### config.mk
export PLATFORM = sky130hd
export DESIGN_NAME = regfile_mp_flat
export DESIGN_NICKNAME = d
export VERILOG_FILES = /design/src/rtl/regfile_pkg.sv /design/src/rtl/regfile_mp_if.sv /design/src/rtl/regfile_scoreboard.sv /design/src/rtl/regfile_mp.sv /design/src/flat_wrapper.sv
export SDC_FILE = /design/constraint.sdc
export NUM_CORES = 2
export LEC_CHECK = 0
export ABC_AREA = 1
export CAP_MARGIN = 0
export CORE_ASPECT_RATIO = 0.5
export CORE_UTILIZATION = 30
export DETAILED_ROUTE_END_ITERATION = 10
export DONT_BUFFER_PORTS = 1
export HOLD_SLACK_MARGIN = 0.05
export PLACE_DENSITY_LB_ADDON = 0.05
export SETUP_SLACK_MARGIN = 0.1
export SLEW_MARGIN = 10
export SYNTH_ARGS = -nofsm -noshare
export SYNTH_HDL_FRONTEND = slang
export SYNTH_SLANG_ARGS = --single-unit
### constraint.sdc
create_clock -name clk -period 5.7 [get_ports clk]
set_clock_uncertainty 0.05 [all_clocks]
set_input_delay 0.855 -clock clk [delete_from_list [all_inputs] [get_ports clk]]
set_output_delay 0.855 -clock clk [all_outputs]
set_load 0.02 [all_outputs]
### src/rtl/regfile_pkg.sv
// Shared constants and types for the multi-port register file and the
// writeback stage that feeds it.
package regfile_pkg;

  localparam int unsigned XLEN_DEF  = 32;
  localparam int unsigned NREGS_DEF = 32;
  localparam int unsigned NRD_DEF   = 2;
  localparam int unsigned NWR_DEF   = 1;
  localparam int unsigned AW_DEF    = $clog2(NREGS_DEF);
  localparam int unsigned REG_ZERO  = 0;

  typedef struct packed {
    logic                en;
    logic [AW_DEF-1:0]   addr;
    logic [XLEN_DEF-1:0] data;
  } wr_port_t;

endpackage

### src/rtl/regfile_mp_if.sv
// Read, write and reservation bus between issue/writeback (master) and the
// register file (slave).
interface regfile_mp_if
  import regfile_pkg::*;
#(
  parameter int unsigned XLEN  = XLEN_DEF,
  parameter int unsigned NREGS = NREGS_DEF,
  parameter int unsigned NRD   = NRD_DEF,
  parameter int unsigned NWR   = NWR_DEF
);
  localparam int unsigned AW = $clog2(NREGS);

  logic [NRD-1:0][AW-1:0]   rd_addr_i;
  logic [NRD-1:0][XLEN-1:0] rd_data_o;
  logic [NRD-1:0]           rd_busy_o;
  logic [NWR-1:0]           wr_en_i;
  logic [NWR-1:0][AW-1:0]   wr_addr_i;
  logic [NWR-1:0][XLEN-1:0] wr_data_i;
  logic                     rsv_en_i;
  logic [AW-1:0]            rsv_addr_i;
  logic                     flush_i;
  logic                     rsv_conflict_o;

  modport master (
    output rd_addr_i, wr_en_i, wr_addr_i, wr_data_i, rsv_en_i, rsv_addr_i, flush_i,
    input  rd_data_o, rd_busy_o, rsv_conflict_o
  );

  modport slave (
    input  rd_addr_i, wr_en_i, wr_addr_i, wr_data_i, rsv_en_i, rsv_addr_i, flush_i,
    output rd_data_o, rd_busy_o, rsv_conflict_o
  );

endinterface

### src/rtl/regfile_scoreboard.sv
// Busy-bit scoreboard: reservation sets, any enabled write releases,
// flush clears all; a same-cycle reservation beats a release.
module regfile_scoreboard
  import regfile_pkg::*;
#(
  parameter int unsigned NREGS = NREGS_DEF,
  parameter int unsigned NWR   = NWR_DEF,
  parameter int unsigned AW    = $clog2(NREGS)
) (
  input  logic                   clk,
  input  logic                   reset_n,
  input  logic [NWR-1:0]         wr_en_i,
  input  logic [NWR-1:0][AW-1:0] wr_addr_i,
  input  logic                   rsv_en_i,
  input  logic [AW-1:0]          rsv_addr_i,
  input  logic                   flush_i,
  output logic [NREGS-1:0]       busy_o,
  output logic                   rsv_conflict_o
);

  logic [NREGS-1:0] busy_r;
  logic [NREGS-1:0] busy_nxt_s;

  // Next busy vector: flush > reserve > release
  always_comb begin
    busy_nxt_s = busy_r;
    if (flush_i) begin
      busy_nxt_s = {NREGS{1'b0}};
    end else begin
      for (int w = 0; w < NWR; w++) begin
        busy_nxt_s[wr_addr_i[w]] = wr_en_i[w] ? 1'b0 : busy_nxt_s[wr_addr_i[w]];
      end
      busy_nxt_s[rsv_addr_i] = rsv_en_i ? 1'b1 : busy_nxt_s[rsv_addr_i];
    end
    busy_nxt_s[REG_ZERO] = 1'b0;
  end

  // Busy bit storage
  always_ff @(posedge clk or negedge reset_n) begin
    if (!reset_n) begin
      busy_r <= {NREGS{1'b0}};
    end else begin
      busy_r <= busy_nxt_s;
    end
  end

  assign busy_o         = busy_r;
  assign rsv_conflict_o = reset_n & rsv_en_i & busy_r[rsv_addr_i];

endmodule

### src/rtl/regfile_mp.sv
// Multi-port register file with busy scoreboard. Optional same-cycle
// write-to-read bypass is compiled in with REGFILE_BYPASS_EN.
module regfile_mp
  import regfile_pkg::*;
#(
  parameter int unsigned XLEN  = XLEN_DEF,
  parameter int unsigned NREGS = NREGS_DEF,
  parameter int unsigned NRD   = NRD_DEF,
  parameter int unsigned NWR   = NWR_DEF
) (
  input  logic         clk,
  input  logic         reset_n,
  regfile_mp_if.slave  bus
);
  localparam int unsigned AW = $clog2(NREGS);

  logic [NREGS-1:0][XLEN-1:0] regs_r;
  logic [NREGS-1:0][XLEN-1:0] regs_nxt_s;
  logic [NREGS-1:0]           busy_s;
  logic [NRD-1:0][XLEN-1:0]   rd_data_s;
  logic [NRD-1:0]             rd_busy_s;

  regfile_scoreboard #(
    .NREGS (NREGS),
    .NWR   (NWR),
    .AW    (AW)
  ) u_scoreboard (
    .clk            (clk),
    .reset_n        (reset_n),
    .wr_en_i        (bus.wr_en_i),
    .wr_addr_i      (bus.wr_addr_i),
    .rsv_en_i       (bus.rsv_en_i),
    .rsv_addr_i     (bus.rsv_addr_i),
    .flush_i        (bus.flush_i),
    .busy_o         (busy_s),
    .rsv_conflict_o (bus.rsv_conflict_o)
  );

  // Write merge: ascending port order lets the highest port win a collision
  always_comb begin
    regs_nxt_s = regs_r;
    for (int w = 0; w < NWR; w++) begin
      regs_nxt_s[bus.wr_addr_i[w]] = bus.wr_en_i[w] ? bus.wr_data_i[w]
                                                     : regs_nxt_s[bus.wr_addr_i[w]];
    end
    regs_nxt_s[REG_ZERO] = {XLEN{1'b0}};
  end

  // Data array storage
  always_ff @(posedge clk or negedge reset_n) begin
    if (!reset_n) begin
      regs_r <= {(NREGS*XLEN){1'b0}};
    end else begin
      regs_r <= regs_nxt_s;
    end
  end

  // Read ports; x0 never matches the bypass so it stays zero/not-busy
  always_comb begin
    for (int p = 0; p < NRD; p++) begin
      rd_data_s[p] = regs_r[bus.rd_addr_i[p]];
      rd_busy_s[p] = busy_s[bus.rd_addr_i[p]];
`ifdef REGFILE_BYPASS_EN
      for (int w = 0; w < NWR; w++) begin
        if (bus.wr_en_i[w] && (bus.wr_addr_i[w] == bus.rd_addr_i[p]) &&
            (bus.rd_addr_i[p] != AW'(REG_ZERO))) begin
          rd_data_s[p] = bus.wr_data_i[w];
          rd_busy_s[p] = (bus.rsv_en_i && (bus.rsv_addr_i == bus.rd_addr_i[p]))
                         ? rd_busy_s[p] : 1'b0;
        end else begin
          rd_data_s[p] = rd_data_s[p];
          rd_busy_s[p] = rd_busy_s[p];
        end
      end
`endif
      rd_data_s[p] = reset_n ? rd_data_s[p] : {XLEN{1'b0}};
      rd_busy_s[p] = reset_n & rd_busy_s[p];
    end
  end

  assign bus.rd_data_o = rd_data_s;
  assign bus.rd_busy_o = rd_busy_s;

endmodule
### src/flat_wrapper.sv
// flat-port wrapper written by rule: the top's interface ports become plain ports
module regfile_mp_flat import regfile_pkg::*;
#(
  parameter int unsigned XLEN  = XLEN_DEF,
  parameter int unsigned NREGS = NREGS_DEF,
  parameter int unsigned NRD   = NRD_DEF,
  parameter int unsigned NWR   = NWR_DEF
)
  (clk, reset_n, bus_rd_addr_i, bus_wr_en_i, bus_wr_addr_i, bus_wr_data_i, bus_rsv_en_i, bus_rsv_addr_i, bus_flush_i, bus_rd_data_o, bus_rd_busy_o, bus_rsv_conflict_o);
  regfile_mp_if #(.XLEN(XLEN), .NREGS(NREGS), .NRD(NRD), .NWR(NWR)) bus_i ();
  input  logic clk;
  input  logic reset_n;
  input wire logic [$bits(bus_i.rd_addr_i)-1:0] bus_rd_addr_i;
  input wire logic [$bits(bus_i.wr_en_i)-1:0] bus_wr_en_i;
  input wire logic [$bits(bus_i.wr_addr_i)-1:0] bus_wr_addr_i;
  input wire logic [$bits(bus_i.wr_data_i)-1:0] bus_wr_data_i;
  input wire logic [$bits(bus_i.rsv_en_i)-1:0] bus_rsv_en_i;
  input wire logic [$bits(bus_i.rsv_addr_i)-1:0] bus_rsv_addr_i;
  input wire logic [$bits(bus_i.flush_i)-1:0] bus_flush_i;
  output wire logic [$bits(bus_i.rd_data_o)-1:0] bus_rd_data_o;
  output wire logic [$bits(bus_i.rd_busy_o)-1:0] bus_rd_busy_o;
  output wire logic [$bits(bus_i.rsv_conflict_o)-1:0] bus_rsv_conflict_o;
  assign bus_i.rd_addr_i = bus_rd_addr_i;
  assign bus_i.wr_en_i = bus_wr_en_i;
  assign bus_i.wr_addr_i = bus_wr_addr_i;
  assign bus_i.wr_data_i = bus_wr_data_i;
  assign bus_i.rsv_en_i = bus_rsv_en_i;
  assign bus_i.rsv_addr_i = bus_rsv_addr_i;
  assign bus_i.flush_i = bus_flush_i;
  assign bus_rd_data_o = bus_i.rd_data_o;
  assign bus_rd_busy_o = bus_i.rd_busy_o;
  assign bus_rsv_conflict_o = bus_i.rsv_conflict_o;
  regfile_mp #(.XLEN(XLEN), .NREGS(NREGS), .NRD(NRD), .NWR(NWR)) u_core (.clk(clk), .reset_n(reset_n), .bus(bus_i));
endmodule
==> impl_metrics.tcl <==
set metrics [dict create \
    firstDrtPassIters 6 \
    grt_max_degree 247 \
    cap_violations 0 \
    dieArea_mm2 0.2142 \
    wl_per_cell_um 30.93 \
    tritoncts "yes" \
    route.detailed.drc 0 \
    path_clk_slew_ns 0.06 \
    initial_core_util 0.3022 \
    syn2layout_area_growth_pct 11.48 \
    synthCells 9112 \
    rr_endpoint "u_core.u_scoreboard.busy_o[5]" \
    synth.cell_area_mm2 0.06368 \
    hold_path.class "primary input to asynchronous set/reset pin" \
    ys.flop_type "dfrtp_1" \
    fin_area_mm2 0.07099 \
    finalSetupViolations 0 \
    fin_cells 11573 \
    clock_latency_ns 0.79 \
    path_class "primary input to output pin" \
    nets 8689 \
    core_mm2 0.2107 \
    slew_violations 0 \
    antenna_found_initial 14 \
    cts_made_buffers 116 \
    p_leak_nw 29.96 \
    hold_viol 0 \
    routed_wl_mm 357.9 \
    cts_setup_buffers 0 \
    postSynth.asyncResetShare 1.000 \
    rr_startpoint "u_core.u_scoreboard.busy_o[28]" \
    drive_above_1_share 0.07142 \
    fill_cells 22651 \
    seq_area_mm2 0.02560 \
    r2r_cells 19 \
    crit_path_start_kind "primary input" \
    grt_overflow 0 \
    h-tree-depth 3 \
    cp_max_fo 142 \
    slew_headroom 0.1889 \
    grt_pass1_wl_mm 501.7 \
    die_h_um 327.8 \
    setup_tns_ns 0 \
    powerDensity_mw_per_mm2 337.7 \
    post_cts_resized 0 \
    grt_pass1_vias 62547 \
    ff2ff_setup_slack_ns 1.88 \
    most-common-layout-cells "o21ai_0 (1929), nand2_1 (1869), dfrtp_1 (1023)" \
    cts.sinks 1023 \
    synth_edf_count 0 \
    placed_area_mm2 0.06693 \
    clk_path_buf_depth 3 \
    via_per_inst 5.923 \
    vias 68545 \
    ys_seq_area_frac 0.4020 \
    drt_iter0_drc 9620 \
    ioPinCount 124 \
    peakVddDrop_mv 0.2525 \
    tightest_slew_ns 1.217 \
    ys_seq_elements 1023 \
    grt.total_usage 0.3249 \
    critPathRequiredTime_ns 4.80 \
    root_buffer "clkbuf_16" \
    synth_cell_types 37 \
    place.gp.congestion 0.8323 \
    max_freq_ghz 0.2048 \
    ys.warnings.count 0 \
    critPathCaptureType "output pin" \
    dp_hpwl_mm 200.9 \
    final.min_clock_period_ns 4.883 \
    synth_fp_nets 9169 \
    fin_crit_sh 0.8567 \
    rsz0062_at_grt "false" \
    status "completed" \
    multi_input_area_mm2 0.03249 \
    port_buffers 0 \
    postRouteAntennaNets 0 \
    die_width_um 653.5 \
    worstPathArrival_ns 3.98 \
    syn_area_per_cell_um2 6.988 \
    dp.cells 11345 \
    rows 119 \
    final_common_cell "o21ai_0" \
]
[registers in the layout, summed over array words and instances, names as in the netlist]
register and flops:
u_core.regs_r 992, u_core.u_scoreboard.busy_o 31
[where the power goes]
part	switching (mW)	internal, mW	total (mW)
combinational	3.67	1.93	5.60
sequential	1.49	8.87	10.4
clock	3.59	4.42	8.01
total	8.75	15.2	24.0
[cells in the mapped netlist, types with 50 or more instances]
cell type	number	area, µm²
buf_1	83	311.6
a22oi_1	256	1922
buf_2	59	295.3
clkbuf_1	758	2845
dfrtp_1	1023	25600
o211ai_1	316	2372
a21oi_1	818	4094
inv_1	589	2211
nor3_1	50	250.2
a31oi_1	66	412.9
o21ai_0	1949	9754
nor2_1	157	589.3
nand2_1	1869	7015
o21ai_1	74	370.4
nand3_1	857	4289
[metal layers]
metal,global-route usage,routed length [µm],vias up
met4,0.08776,10100,8
li1,-,-,30551
met2,0.4864,152300,3398
met3,0.05819,31040,532
met5,0,54,-
met1,0.4775,164500,34056
[metrics by stage]
step / utilization / hold WS (ns) / setup WS (ns) / total power [mW]
floorplan: - / 0.4030 / 2.292 / 13.84
global placement: 0.3175 / 0.4158 / 0.2928 / 15.87
detailed placement: 0.3177 / 0.4228 / 0.1670 / 15.92
CTS: 0.3365 / 0.1129 / 0.5847 / 23.92
global route: 0.3368 / 0.1340 / 0.5317 / 25.26
finish: 0.3369 / 0.04623 / 0.8169 / 23.97
[layout make-up]
type                       count  share of cell area
clock buffer                 176             0.04845
sequential                  1023              0.3606
antenna                        7           0.0002468
clock inverter                33            0.005570
inverter                     611             0.03444
multi-input combinational   6569              0.4577
tap                         2843             0.05011
timing repair buffer         311             0.04281
[worst max path at each step]
| stage | from | end | slack [ns] |
|---|---|---|---|
| after floorplan | bus_rd_addr_i[5] | bus_rd_data_o[41] | 2.29 |
| after global placement | reset_n | bus_rd_data_o[3] | 0.29 |
| after detailed placement | reset_n | bus_rd_data_o[39] | 0.17 |
| after CTS | reset_n | bus_rd_data_o[39] | 0.58 |
| after global routing | reset_n | bus_rd_data_o[3] | 0.53 |
| final | reset_n | bus_rd_data_o[9] | 0.82 |
[logic make-up after synthesis]
kind of cell	synth area share
AO/OA/AOI/OAI	0.3090
buffers and inverters	0.09131
flip-flops	0.4020
AND/OR/NAND/NOR	0.1976
[critical path, stage by stage]
cell and delay (ns):
buf_16 0.20, buf_16 0.48, buf_16 0.45, buf_16 0.33, buf_16 0.56, nand2_1 0.11
a31oi_1 0.24, buf_4 0.19
[what timing repair did]
item                                    4_1_cts  5_1_grt
endpoints found under the hold margin        30        0
endpoints found under the setup margin        0        5
hold buffers                                  9        0
(Power assumes the default switching activity.)
